[src/rtl/clock_set_ctrl_pkg.sv]
// Shared types and constants for the RTC time-set controller.
package clock_set_ctrl_pkg;

    localparam int SEC_W  = 6;
    localparam int MIN_W  = 6;
    localparam int HOUR_W = 5;

    localparam int HOURS_MAX_DFLT     = 23;
    localparam int MIN_SEC_MAX_DFLT   = 59;
    localparam int HOLD_TICKS_DFLT    = 2;
    localparam int TIMEOUT_TICKS_DFLT = 30;

    typedef enum logic [2:0] {
        ST_RUN,
        ST_SET_H,
        ST_SET_M,
        ST_SET_S,
        ST_COMMIT
    } state_t;

    typedef enum logic [1:0] {
        FIELD_NONE    = 2'd0,
        FIELD_HOURS   = 2'd1,
        FIELD_MINUTES = 2'd2,
        FIELD_SECONDS = 2'd3
    } field_t;

    // Blank mask {hours, minutes, seconds} with only the edited pair blinking.
    function automatic logic [2:0] field_mask(field_t f, logic phase);
        case (f)
            FIELD_HOURS:   return {phase, 2'b00};
            FIELD_MINUTES: return {1'b0, phase, 1'b0};
            FIELD_SECONDS: return {2'b00, phase};
            default:       return 3'b000;
        endcase
    endfunction

endpackage

[src/rtl/clock_set_ctrl_if.sv]
// Button/counter/display signal bundle between the set controller and its neighbours.
interface clock_set_ctrl_if;
    import clock_set_ctrl_pkg::*;

    logic              tick;
    logic              btn_mode;
    logic              btn_inc;
    logic [SEC_W-1:0]  q_seconds;
    logic [MIN_W-1:0]  q_minutes;
    logic [HOUR_W-1:0] q_hours;
    logic              run_en;
    logic              load;
    logic [SEC_W-1:0]  load_seconds;
    logic [MIN_W-1:0]  load_minutes;
    logic [HOUR_W-1:0] load_hours;
    logic [1:0]        edit_field;
    logic [2:0]        blank_mask;

    modport slave (
        input  tick, btn_mode, btn_inc, q_seconds, q_minutes, q_hours,
        output run_en, load, load_seconds, load_minutes, load_hours, edit_field, blank_mask
    );

    modport master (
        output tick, btn_mode, btn_inc, q_seconds, q_minutes, q_hours,
        input  run_en, load, load_seconds, load_minutes, load_hours, edit_field, blank_mask
    );

endinterface

[src/rtl/clock_set_ctrl_btn_sync_edge.sv]
// Two-flop synchronizer plus registered rising-edge pulse for one raw button.
module btn_sync_edge (
    input  logic clk,
    input  logic reset,
    input  logic raw,
    output logic level,
    output logic pulse
);

    // [0],[1] synchronizer, [2] delayed copy for edge detect
    logic [2:0] sync_pipe;

    assign level = sync_pipe[1];

    // Shift the raw level through the synchronizer and register the edge pulse.
    always_ff @(posedge clk or negedge reset) begin
        if (!reset) begin
            sync_pipe <= '0;
            pulse     <= 1'b0;
        end else begin
            sync_pipe <= {sync_pipe[1:0], raw};
            pulse     <= sync_pipe[1] & ~sync_pipe[2];
        end
    end

endmodule

[src/rtl/clock_set_ctrl.sv]
// Time-set controller: pauses counters, edits h/m/s, loads edited time once.
module clock_set_ctrl
    import clock_set_ctrl_pkg::*;
#(
    parameter int HOURS_MAX     = HOURS_MAX_DFLT,
    parameter int MIN_SEC_MAX   = MIN_SEC_MAX_DFLT,
    parameter int HOLD_TICKS    = HOLD_TICKS_DFLT,
    parameter int TIMEOUT_TICKS = TIMEOUT_TICKS_DFLT
) (
    input logic              clk,
    input logic              reset,
    clock_set_ctrl_if.slave  bus
);

    localparam int HOLD_W = $clog2(HOLD_TICKS + 1);
    localparam int IDLE_W = $clog2(TIMEOUT_TICKS + 1);
    localparam logic [HOLD_W-1:0] HOLD_SAT  = HOLD_W'(HOLD_TICKS);
    localparam logic [IDLE_W-1:0] IDLE_LAST = IDLE_W'(TIMEOUT_TICKS - 1);
    localparam logic [HOUR_W-1:0] H_MAX     = HOUR_W'(HOURS_MAX);
    localparam logic [MIN_W-1:0]  M_MAX     = MIN_W'(MIN_SEC_MAX);
    localparam logic [SEC_W-1:0]  S_MAX     = SEC_W'(MIN_SEC_MAX);

    logic mode_p, inc_p, inc_level;
    logic mode_level_unused;  // only the MODE edge matters

    btn_sync_edge u_mode (.clk(clk), .reset(reset), .raw(bus.btn_mode), .level(mode_level_unused), .pulse(mode_p));
    btn_sync_edge u_inc  (.clk(clk), .reset(reset), .raw(bus.btn_inc),  .level(inc_level),         .pulse(inc_p));

    state_t             state;
    field_t             cur_field;
    logic [HOUR_W-1:0]  edit_h;
    logic [MIN_W-1:0]   edit_m;
    logic [SEC_W-1:0]   edit_s;
    logic               blink_phase;
    logic [IDLE_W-1:0]  idle_cnt;
    logic [HOLD_W-1:0]  hold_cnt;
    logic               repeat_ev, inc_ev, timeout_hit;

    // Auto-repeat fires on ticks once INC has already been held HOLD_TICKS ticks.
    assign repeat_ev   = bus.tick && inc_level && (hold_cnt == HOLD_SAT);
    assign inc_ev      = inc_p | repeat_ev;
    assign timeout_hit = bus.tick && !inc_p && (idle_cnt == IDLE_LAST);

    // Field currently being edited, derived from the state.
    always_comb begin
        cur_field = FIELD_NONE;
        case (state)
            ST_SET_H: cur_field = FIELD_HOURS;
            ST_SET_M: cur_field = FIELD_MINUTES;
            ST_SET_S: cur_field = FIELD_SECONDS;
            default:  cur_field = FIELD_NONE;
        endcase
    end

    // Count ticks of continuous INC hold; release clears, saturates at HOLD_TICKS.
    always_ff @(posedge clk or negedge reset) begin
        if (!reset)
            hold_cnt <= '0;
        else if (!inc_level)
            hold_cnt <= '0;
        else if (bus.tick && hold_cnt != HOLD_SAT)
            hold_cnt <= hold_cnt + HOLD_W'(1);
    end

    // Main edit FSM with registered outputs.
    always_ff @(posedge clk or negedge reset) begin
        if (!reset) begin
            state            <= ST_RUN;
            edit_h           <= '0;
            edit_m           <= '0;
            edit_s           <= '0;
            blink_phase      <= 1'b0;
            idle_cnt         <= '0;
            bus.run_en       <= 1'b1;
            bus.load         <= 1'b0;
            bus.load_hours   <= '0;
            bus.load_minutes <= '0;
            bus.load_seconds <= '0;
            bus.edit_field   <= FIELD_NONE;
            bus.blank_mask   <= 3'b000;
        end else begin
            bus.load <= 1'b0;
            case (state)
                ST_RUN: begin
                    bus.run_en     <= 1'b1;
                    bus.edit_field <= FIELD_NONE;
                    bus.blank_mask <= 3'b000;
                    if (mode_p) begin
                        edit_h         <= bus.q_hours;
                        edit_m         <= bus.q_minutes;
                        edit_s         <= bus.q_seconds;
                        blink_phase    <= 1'b0;
                        idle_cnt       <= '0;
                        state          <= ST_SET_H;
                        bus.run_en     <= 1'b0;
                        bus.edit_field <= FIELD_HOURS;
                    end
                end
                ST_SET_H, ST_SET_M, ST_SET_S: begin
                    if (mode_p) begin
                        // Field change: restart blink and idle, drop any same-cycle INC.
                        blink_phase    <= 1'b0;
                        idle_cnt       <= '0;
                        bus.blank_mask <= 3'b000;
                        case (state)
                            ST_SET_H: begin
                                state          <= ST_SET_M;
                                bus.edit_field <= FIELD_MINUTES;
                            end
                            ST_SET_M: begin
                                state          <= ST_SET_S;
                                bus.edit_field <= FIELD_SECONDS;
                            end
                            default: begin
                                state            <= ST_COMMIT;
                                bus.edit_field   <= FIELD_NONE;
                                bus.load         <= 1'b1;
                                bus.load_hours   <= edit_h;
                                bus.load_minutes <= edit_m;
                                bus.load_seconds <= edit_s;
                            end
                        endcase
                    end else if (timeout_hit) begin
                        state          <= ST_RUN;
                        bus.run_en     <= 1'b1;
                        bus.edit_field <= FIELD_NONE;
                        bus.blank_mask <= 3'b000;
                    end else begin
                        if (inc_ev) begin
                            case (state)
                                ST_SET_H: edit_h <= (edit_h >= H_MAX) ? '0 : edit_h + HOUR_W'(1);
                                ST_SET_M: edit_m <= (edit_m >= M_MAX) ? '0 : edit_m + MIN_W'(1);
                                default:  edit_s <= (edit_s >= S_MAX) ? '0 : edit_s + SEC_W'(1);
                            endcase
                        end
                        if (inc_p)
                            idle_cnt <= '0;
                        else if (bus.tick)
                            idle_cnt <= idle_cnt + IDLE_W'(1);
                        if (bus.tick) begin
                            blink_phase    <= ~blink_phase;
                            bus.blank_mask <= field_mask(cur_field, ~blink_phase);
                        end
                    end
                end
                ST_COMMIT: begin
                    state      <= ST_RUN;
                    bus.run_en <= 1'b1;
                end
                default: begin
                    state          <= ST_RUN;
                    bus.run_en     <= 1'b1;
                    bus.edit_field <= FIELD_NONE;
                    bus.blank_mask <= 3'b000;
                end
            endcase
        end
    end

endmodule

[src/flat_wrapper.sv]
// flat-port wrapper written by rule: the top's interface ports become plain ports
module clock_set_ctrl_flat import clock_set_ctrl_pkg::*;
#(
    parameter int HOURS_MAX     = HOURS_MAX_DFLT,
    parameter int MIN_SEC_MAX   = MIN_SEC_MAX_DFLT,
    parameter int HOLD_TICKS    = HOLD_TICKS_DFLT,
    parameter int TIMEOUT_TICKS = TIMEOUT_TICKS_DFLT
)
  (clk, reset, bus_tick, bus_btn_mode, bus_btn_inc, bus_q_seconds, bus_q_minutes, bus_q_hours, bus_run_en, bus_load, bus_load_seconds, bus_load_minutes, bus_load_hours, bus_edit_field, bus_blank_mask);
  clock_set_ctrl_if bus_i ();
  input logic clk;
  input logic reset;
  input wire logic [$bits(bus_i.tick)-1:0] bus_tick;
  input wire logic [$bits(bus_i.btn_mode)-1:0] bus_btn_mode;
  input wire logic [$bits(bus_i.btn_inc)-1:0] bus_btn_inc;
  input wire logic [$bits(bus_i.q_seconds)-1:0] bus_q_seconds;
  input wire logic [$bits(bus_i.q_minutes)-1:0] bus_q_minutes;
  input wire logic [$bits(bus_i.q_hours)-1:0] bus_q_hours;
  output wire logic [$bits(bus_i.run_en)-1:0] bus_run_en;
  output wire logic [$bits(bus_i.load)-1:0] bus_load;
  output wire logic [$bits(bus_i.load_seconds)-1:0] bus_load_seconds;
  output wire logic [$bits(bus_i.load_minutes)-1:0] bus_load_minutes;
  output wire logic [$bits(bus_i.load_hours)-1:0] bus_load_hours;
  output wire logic [$bits(bus_i.edit_field)-1:0] bus_edit_field;
  output wire logic [$bits(bus_i.blank_mask)-1:0] bus_blank_mask;
  assign bus_i.tick = bus_tick;
  assign bus_i.btn_mode = bus_btn_mode;
  assign bus_i.btn_inc = bus_btn_inc;
  assign bus_i.q_seconds = bus_q_seconds;
  assign bus_i.q_minutes = bus_q_minutes;
  assign bus_i.q_hours = bus_q_hours;
  assign bus_run_en = bus_i.run_en;
  assign bus_load = bus_i.load;
  assign bus_load_seconds = bus_i.load_seconds;
  assign bus_load_minutes = bus_i.load_minutes;
  assign bus_load_hours = bus_i.load_hours;
  assign bus_edit_field = bus_i.edit_field;
  assign bus_blank_mask = bus_i.blank_mask;
  clock_set_ctrl #(.HOURS_MAX(HOURS_MAX), .MIN_SEC_MAX(MIN_SEC_MAX), .HOLD_TICKS(HOLD_TICKS), .TIMEOUT_TICKS(TIMEOUT_TICKS)) u_core (.clk(clk), .reset(reset), .bus(bus_i));
endmodule
[config.mk]
export PLATFORM = sky130hd
export DESIGN_NAME = clock_set_ctrl_flat
export DESIGN_NICKNAME = d
export VERILOG_FILES = /design/src/rtl/clock_set_ctrl_pkg.sv /design/src/rtl/clock_set_ctrl_if.sv /design/src/rtl/clock_set_ctrl_btn_sync_edge.sv /design/src/rtl/clock_set_ctrl.sv /design/src/flat_wrapper.sv
export SDC_FILE = /design/constraint.sdc
export NUM_CORES = 1
export LEC_CHECK = 0
export ABC_AREA = 0
export CAP_MARGIN = 25
export CORE_AREA = 2 2 63 95
export DETAILED_ROUTE_END_ITERATION = 8
export DIE_AREA = 0 0 65 97
export HOLD_SLACK_MARGIN = 0.15
export PLACE_DENSITY_LB_ADDON = 0.15
export SKIP_CTS_REPAIR_TIMING = 1
export SYNTH_ARGS = -nofsm -noshare
export SYNTH_HDL_FRONTEND = slang
export SYNTH_SLANG_ARGS = --single-unit
export TNS_END_PERCENT = 1
[constraint.sdc]
create_clock -name clk -period 3.8 [get_ports clk]
set_clock_uncertainty 0.05 [all_clocks]
set_input_delay 0.76 -clock clk [delete_from_list [all_inputs] [get_ports clk]]
set_output_delay 0.76 -clock clk [all_outputs]
set_load 0.1 [all_outputs]
==> results of run 1 <==
power by group:
group	internal (mW)	total, mW	switching, mW	leakage [nW]
combinational	0.610	1.94	1.33	0.760
sequential	0.874	1.15	0.273	0.741
clock	0.336	0.586	0.250	0.102
total	1.82	3.67	1.85	1.60
state kept, by name, indices dropped and copies added, names as in the netlist:
name / cells
u_core.bus.load_minutes: 6
u_core.bus.load_seconds: 6
u_core.edit_m: 6
u_core.edit_s: 6
u_core.bus.load_hours: 5
u_core.edit_h: 5
u_core.idle_cnt: 5
u_core.bus.blank_mask: 3
u_core.state: 3
u_core.u_inc.sync_pipe: 3
u_core.u_mode.sync_pipe: 3
u_core.bus.edit_field: 2
u_core.hold_cnt: 2
u_core.blink_phase: 1
u_core.bus.load: 1
u_core.bus.run_en: 1
u_core.u_inc.pulse: 1
u_core.u_mode.pulse: 1
logic make-up after synthesis:
group	Yosys count
buffers and inverters	26
multiplexers	25
AO/OA/AOI/OAI	91
adder cells (fa/ha/maj)	6
XOR/XNOR	1
flip-flops	60
AND/OR/NAND/NOR	87
Yosys cell counts, types with 4 or more instances:
cell type | number | area (um2)
a31oi_1 | 5 | 31.28
a21oi_1 | 15 | 75.07
nand2_1 | 23 | 86.33
inv_1 | 11 | 41.29
and2_1 | 4 | 25.02
mux2_2 | 19 | 214.0
and3_1 | 5 | 31.28
nor2b_1 | 4 | 25.02
o21ai_0 | 25 | 125.1
nor2_1 | 13 | 48.80
clkbuf_1 | 4 | 15.01
dfrtp_1 | 59 | 1476
ha_1 | 6 | 75.07
nand3_1 | 7 | 35.03
o211ai_1 | 6 | 45.04
nand2b_1 | 5 | 31.28
buf_2 | 10 | 50.05
cell type report:
type / instances / area (um2)
clock inverters: 4 / 47.55
flip-flops and latches: 60 / 1503
multi-input cells: 210 / 1500
fillers: 418 / 1594
inverters: 11 / 41.29
clock buffers: 12 / 155.1
repair buffers: 48 / 480.5
well taps: 70 / 87.58
worst max-delay path by stage:
stage / depth (start not counted) / slack [ns] / endpoint / from
global route: 1 / 0.94 / bus_run_en / u_core.bus.run_en
floorplan: 4 / 1.88 / u_core.edit_m[1] / bus_tick
detailed placement: 5 / 1.13 / u_core.edit_s[0] / bus_tick
global placement: 5 / 1.17 / u_core.edit_s[4] / bus_tick
CTS: 1 / 0.97 / bus_run_en / u_core.bus.run_en
finish: 1 / 0.98 / bus_run_en / u_core.bus.run_en
metrics by stage:
| step | setup slack [ns] | power, mW |
|---|---|---|
| finish | 0.9754 | 3.673 |
| CTS | 0.9651 | 3.679 |
| floorplan | 1.881 | 2.617 |
| global placement | 1.167 | 3.040 |
| detailed placement | 1.131 | 3.087 |
| global route | 0.9424 | 3.875 |
layout by cell type, fill, tap and decap left out, types with 3 or more instances in the layout:
master | synthesis | layout
dfrtp_1 | 59 | 59
clkdlybuf4s50_1 | 0 | 44
o21ai_0 | 25 | 25
nand2_1 | 23 | 23
mux2_2 | 19 | 19
a21oi_1 | 15 | 15
nor2_1 | 13 | 13
inv_1 | 11 | 11
clkbuf_8 | 0 | 11
nand3_1 | 7 | 7
o211ai_1 | 6 | 6
ha_1 | 6 | 6
a31oi_1 | 5 | 5
nand2b_1 | 5 | 5
and3_1 | 5 | 5
nor2b_1 | 4 | 4
and2_1 | 4 | 4
a21o_1 | 3 | 3
o311ai_0 | 3 | 3
nand4b_1 | 3 | 3
o221ai_1 | 3 | 3
a32oi_1 | 3 | 3
or4_1 | 3 | 3
mux2i_1 | 3 | 3
nor4_1 | 3 | 3
nor3_1 | 3 | 3
mux2_4 | 3 | 3
routing by layer:
metal	vias up	GRT usage	part of all wire
li1	1197	-	-
met1	1236	0.2859	0.41
met2	56	0.4005	0.52
met3	18	0.05814	0.037
met4	0	0.1162	0.025
met5	-	0	0
==> results.md, run 1 <==
* Status: complete, no violations
* Synthesized Nets at 324
* R2R Setup Slk at 1.46 ns
* Vias in the first global route at 2519
* # rows at 33
* RSZ-0062 raised after global routing: false
* Antenna fix cells at 0
* Largest family of logic cells by synthesized area: compound AO/OA/AOI/OAI gates
* MaxCap Viol Count at 0
* Setup Total Neg Slack at 0 ns
* Cells after Synth at 296
* Drt first pass iters at 4
* Crit-path cells: clkdlybuf4s50_1
* Final WL at 6966 um
* Post-Layout Inst Area at 3815 um2
* CTS clk-pin slew, worst paths at 0.06 ns
* Routed Antenna Nets at 0
* Ports at 46
* Total grt overflow at 0
* Clock Path Buffers at 2
* Die height at between 90 and 100 um
* Mapped Area at about 3100 um2
* Slew Viols, Final at 0
* XOR/XNOR Fraction of Synth Area at 0.002810
* FF-to-FF Start: u_core.state[2]
* CP top delay family: buffers and inverters
* Synth Area in Adders at 0.02409
* Largest net degree at the start of global routing at 49
* Worst reg2reg path depth at 3
* Final hold violation count at 0
* Initial antenna violation count at 0
* DP Cell Count at 398
* Critical Path End Type: output pin
* Gr usage total at 0.2406
* Highest clock rate at 0.3540 GHz
* Compound-Gate Fraction of Synth Area at 0.2075
* Nets at 368
* Core footprint at 5409 um2
* Startpoint types: flop
* Sum of buffers and inverters on the critical path at 1
* Avg Synthesized Cell Area at 10.53 um2
* Clock Tree Root: clkbuf_8
* Non-filler cells, final at 415
* Max H-tree Level at 3
* Worst-skew pair later-pin latency at 0.35 ns
* Area after DPL at approximately 3600 um2
* Synth warn at 0
* TritonCTS clock tree: done
* Worst slew margin at 0.3454
* Mux cell area share after synthesis at 0.09273
* Worst vdd rail ir drop at roughly 0.00060 V
* Utilization after layout at 0.7053
* Slowest library cell on the worst path: clkdlybuf4s50_1
* Crit path time final at 2.825 ns
* Pleak at ~1.6 nW
* GPL Wtd Cong at 0.8926
* Vias at 2507
* RR Endpoint: u_core.bus.load_hours[0]
* DRC at 0
* Worst EP required at ~3.0 ns
* Worst hold slack at 0.1789 ns
* Die area at 6305 um2
* Drt wl/cell at 16.79 um
* Ys flop type: dfrtp_1
* Pwr Density at 962.9 nW/um2
* Sink Count at 60
* Initial Utilization at 0.5762
* Final period utilization at 0.7433
* Asr flop ratio synth at 1.000
* Worst slew pin tran at 0.9789 ns
* Netlist cell types at 63
* CP Data Arrival Time at 2.01 ns
* Crit-path max FO at 2
* Share of cells above drive strength 1 at 0.1536
* Final setup fails at 0
* CTS Buf Count at 9
* Worst path max stage delay at 1.13 ns
* Initial drt markers at 201
* Avg Vias per Cell at between 6 and 7
* Post-detail-place hpwl at between 4000 and 5000 um
* Post-synth EDFFs at 0
* Synth Register Bits at 60
* First-pass GRT wire length at 11640 um
* IO buf count at 45
* Worst hold path class: input pin to asynchronous set/reset pin
* Simple-Gate Fraction of Synth Area at 0.1530
* Area Growth Syn to Fin at 22.40%
* Die Span X at 65 um
* Post-synthesis sequential area ratio at 0.4821
* Crit Path Category: flop to output pin
No activity file was read; power rests on OpenSTA's default activity.
==> run 2: changes to the inputs <==
- CORE_AREA: 2 2 63 95 -> 2 2 69 103
- DIE_AREA: 0 0 65 97 -> 0 0 71 105
- clock period: 3.8 -> 2.5 ns (I/O delays scaled with it)
==> run 2 against run 1 <==
Compared with the run above:
- register-to-register slack got worse by 1.0 ns
- first-iteration DRC count fell by 14%
- setup slack got worse by 0.54 ns
- sequential cell count did not move
- combinational power rose by 53%
- critical path depth rose by 3
- via count fell by 0.48%
- largest cell class unchanged
- largest power group unchanged
- highest routed layer unchanged
==> results.md, run 2 (synthesized netlist as in run 1, its figures left out) <==
* Crit-path max FO at 10 (+8)
* GRT met3 Usage at 0.04243 (-0.01571)
* Pwr Density at 1432 nW/um2 (+49%)
* Worst-skew pair later-pin latency at 0.34 ns (about the same)
* Worst slew margin at 0.5778 (+0.2324)
* Sink Count at 60 (unchanged)
* Max H-tree Level at 3 (unchanged)
* Setup WS pre-CTS at 0.1421 ns (-0.9885 ns)
* DP Cell Count at 414 (+4.0%)
* Hold path depth at 0
* GPL Wtd Cong at 0.8783 (-1.6%)
* IO buf count at 45 (unchanged)
* Vias in the first global route at 2441 (-3.1%)
* Die height at 105 um (+8.2%)
* Commonest non-fill, non-tap cells in the layout: dfrtp_1 (59), buf_4 (35), o21ai_0 (25), nand2_1 (23), clkdlybuf4s50_1 (20)
* Clock Tree Root: clkbuf_8
* CP Data Arrival Time at 2.23 ns (+0.22 ns)
* Total power draw at 5.472 mW (+49%)
* Startpoint types: flop
* Crit Path Category: flop to flop
* CTS clk-pin slew, worst paths at 0.07 ns (about the same)
* Antenna fix cells at 0 (unchanged)
* DRC at 0 (unchanged)
* Crit path time final at 2.068 ns
* Setup Total Neg Slack at 0 ns (unchanged)
* Largest net degree at the start of global routing at 39 (-20%)
* Drt wl/cell at 16.09 um (-4.1%)
* Final setup fails at 0 (unchanged)
* Routed Antenna Nets at 0 (unchanged)
* # rows at 36 (+9.1%)
* Drt first pass iters at 4 (unchanged)
* Avg Vias per Cell at 5.789 (-4.2%)
* Highest clock rate at 0.4836 GHz
* Status: complete, no violations
* Gr usage total at 0.1949 (-0.04573)
* Worst hold path class: flop to flop
* Worst EP required at 2.67 ns (-0.32 ns)
* TritonCTS clock tree: done
* Pleak at 1.673 nW (+4.4%)
* Core footprint at 6531 um2 (+21%)
* PnR worst setup slack at 0.4323 ns (-0.5431 ns)
* Die area at 7455 um2 (+18%)
* Ports at 46 (unchanged)
* Final period utilization at 0.8271
* Final hold violation count at 0 (unchanged)
* Worst vdd rail ir drop at 0.0005517 V (-8.1%)
* Area Growth Syn to Fin at 22.60%
* Initial Utilization at 0.4772 (-0.09902)
* M1 GR Usage at 0.2430 (-0.04296)
* Critical Path End Type: flop
* Vias at 2495 (-0.48%)
* Nets at 378 (+2.7%)
* Commonest non-fill, non-tap cell in the layout: dfrtp_1
* GR met2 Demand/Resource at 0.3191 (-0.08138)
* RSZ-0062 raised after global routing: false
* First-pass GRT wire length at 11470 um (-1.5%)
* Worst reg2reg path depth at 4 (+1)
* Initial antenna violation count at 0 (unchanged)
* Initial drt markers at 172 (-14%)
* Die Span X at 71 um (+9.2%)
* Worst slew pin tran at 0.6329 ns (-0.3459 ns)
* MaxCap Viol Count at 0 (unchanged)
* Post-detail-place hpwl at 5035 um (+4.2%)
* Clock Path Buffers at 2 (unchanged)
* Final WL at 6936 um (-0.43%)
* Total grt overflow at 0 (unchanged)
* CTS Buf Count at 9 (unchanged)
* Share of cells above drive strength 1 at 0.2394 (+0.08581)
* Slew Viols, Final at 0 (unchanged)
* Non-filler cells, final at 431 (+3.9%)
* GRT busiest layer: met2
[run 2: cell count changes in the layout (fill, tap and decap cells not counted)]
cell             previous run  this run
clkdlybuf4s50_1            44        20
dlygate4sd3_1               0         1
clkbuf_8                   11         9
clkinv_2                    2         3
buf_4                       2        35
clkbuf_1                    1         2
[run 2: worst paths after layout]
kind,from,to,slack [ns]
min,u_core.u_inc.sync_pipe[0],u_core.u_inc.sync_pipe[1],0.31
max in group asynchronous,reset,u_core.edit_m[2],1.17
min reg2reg,u_core.u_inc.sync_pipe[0],u_core.u_inc.sync_pipe[1],0.31
max,u_core.state[0],u_core.edit_s[4],0.43
max reg2reg,u_core.state[0],u_core.edit_s[4],0.43
min in group asynchronous,reset,u_core.bus.load_hours[3],0.63
[run 2: layout make-up]
class,count,area (um2)
tap,76,95.09
clock inverter,5,52.55
fill,563,2710
clock buffer,11,131.4
inverter,11,41.29
multi-input combinational,210,1500
sequential,60,1503
timing repair buffer,58,498.0
[run 2: worst max-delay path: stages, from the launching register on]
cell	delay, ns
dfrtp_1	0.49
or2_0	0.39
or3_1	0.53
o21ai_4	0.16
mux2_4	0.32
[run 2: routing by layer]
| metal | vias to the layer above | part of all wire |
|---|---|---|
| li1 | 1210 | - |
| met1 | 1223 | 0.44 |
| met2 | 50 | 0.51 |
| met3 | 12 | 0.030 |
| met4 | 0 | 0.019 |
| met5 | - | 0 |
[run 2: power breakdown]
part,switching (mW),leakage (nW),total (mW),internal [mW]
sequential,0.356,0.741,1.69,1.33
clock,0.374,0.0931,0.829,0.455
combinational,2.06,0.839,2.96,0.899
total,2.79,1.67,5.47,2.68
[run 2: metrics by stage]
| stage | utilization | area, um2 | hold WS, ns |
|---|---|---|---|
| after floorplan | - | 3117 | 0.1544 |
| after global placement | 0.5554 | 3627 | 0.2857 |
| after detailed placement | 0.5554 | 3627 | 0.2894 |
| after CTS | 0.5835 | 3811 | 0.09637 |
| after global routing | 0.5851 | 3821 | 0.3222 |
| final | 0.5851 | 3821 | 0.3086 |
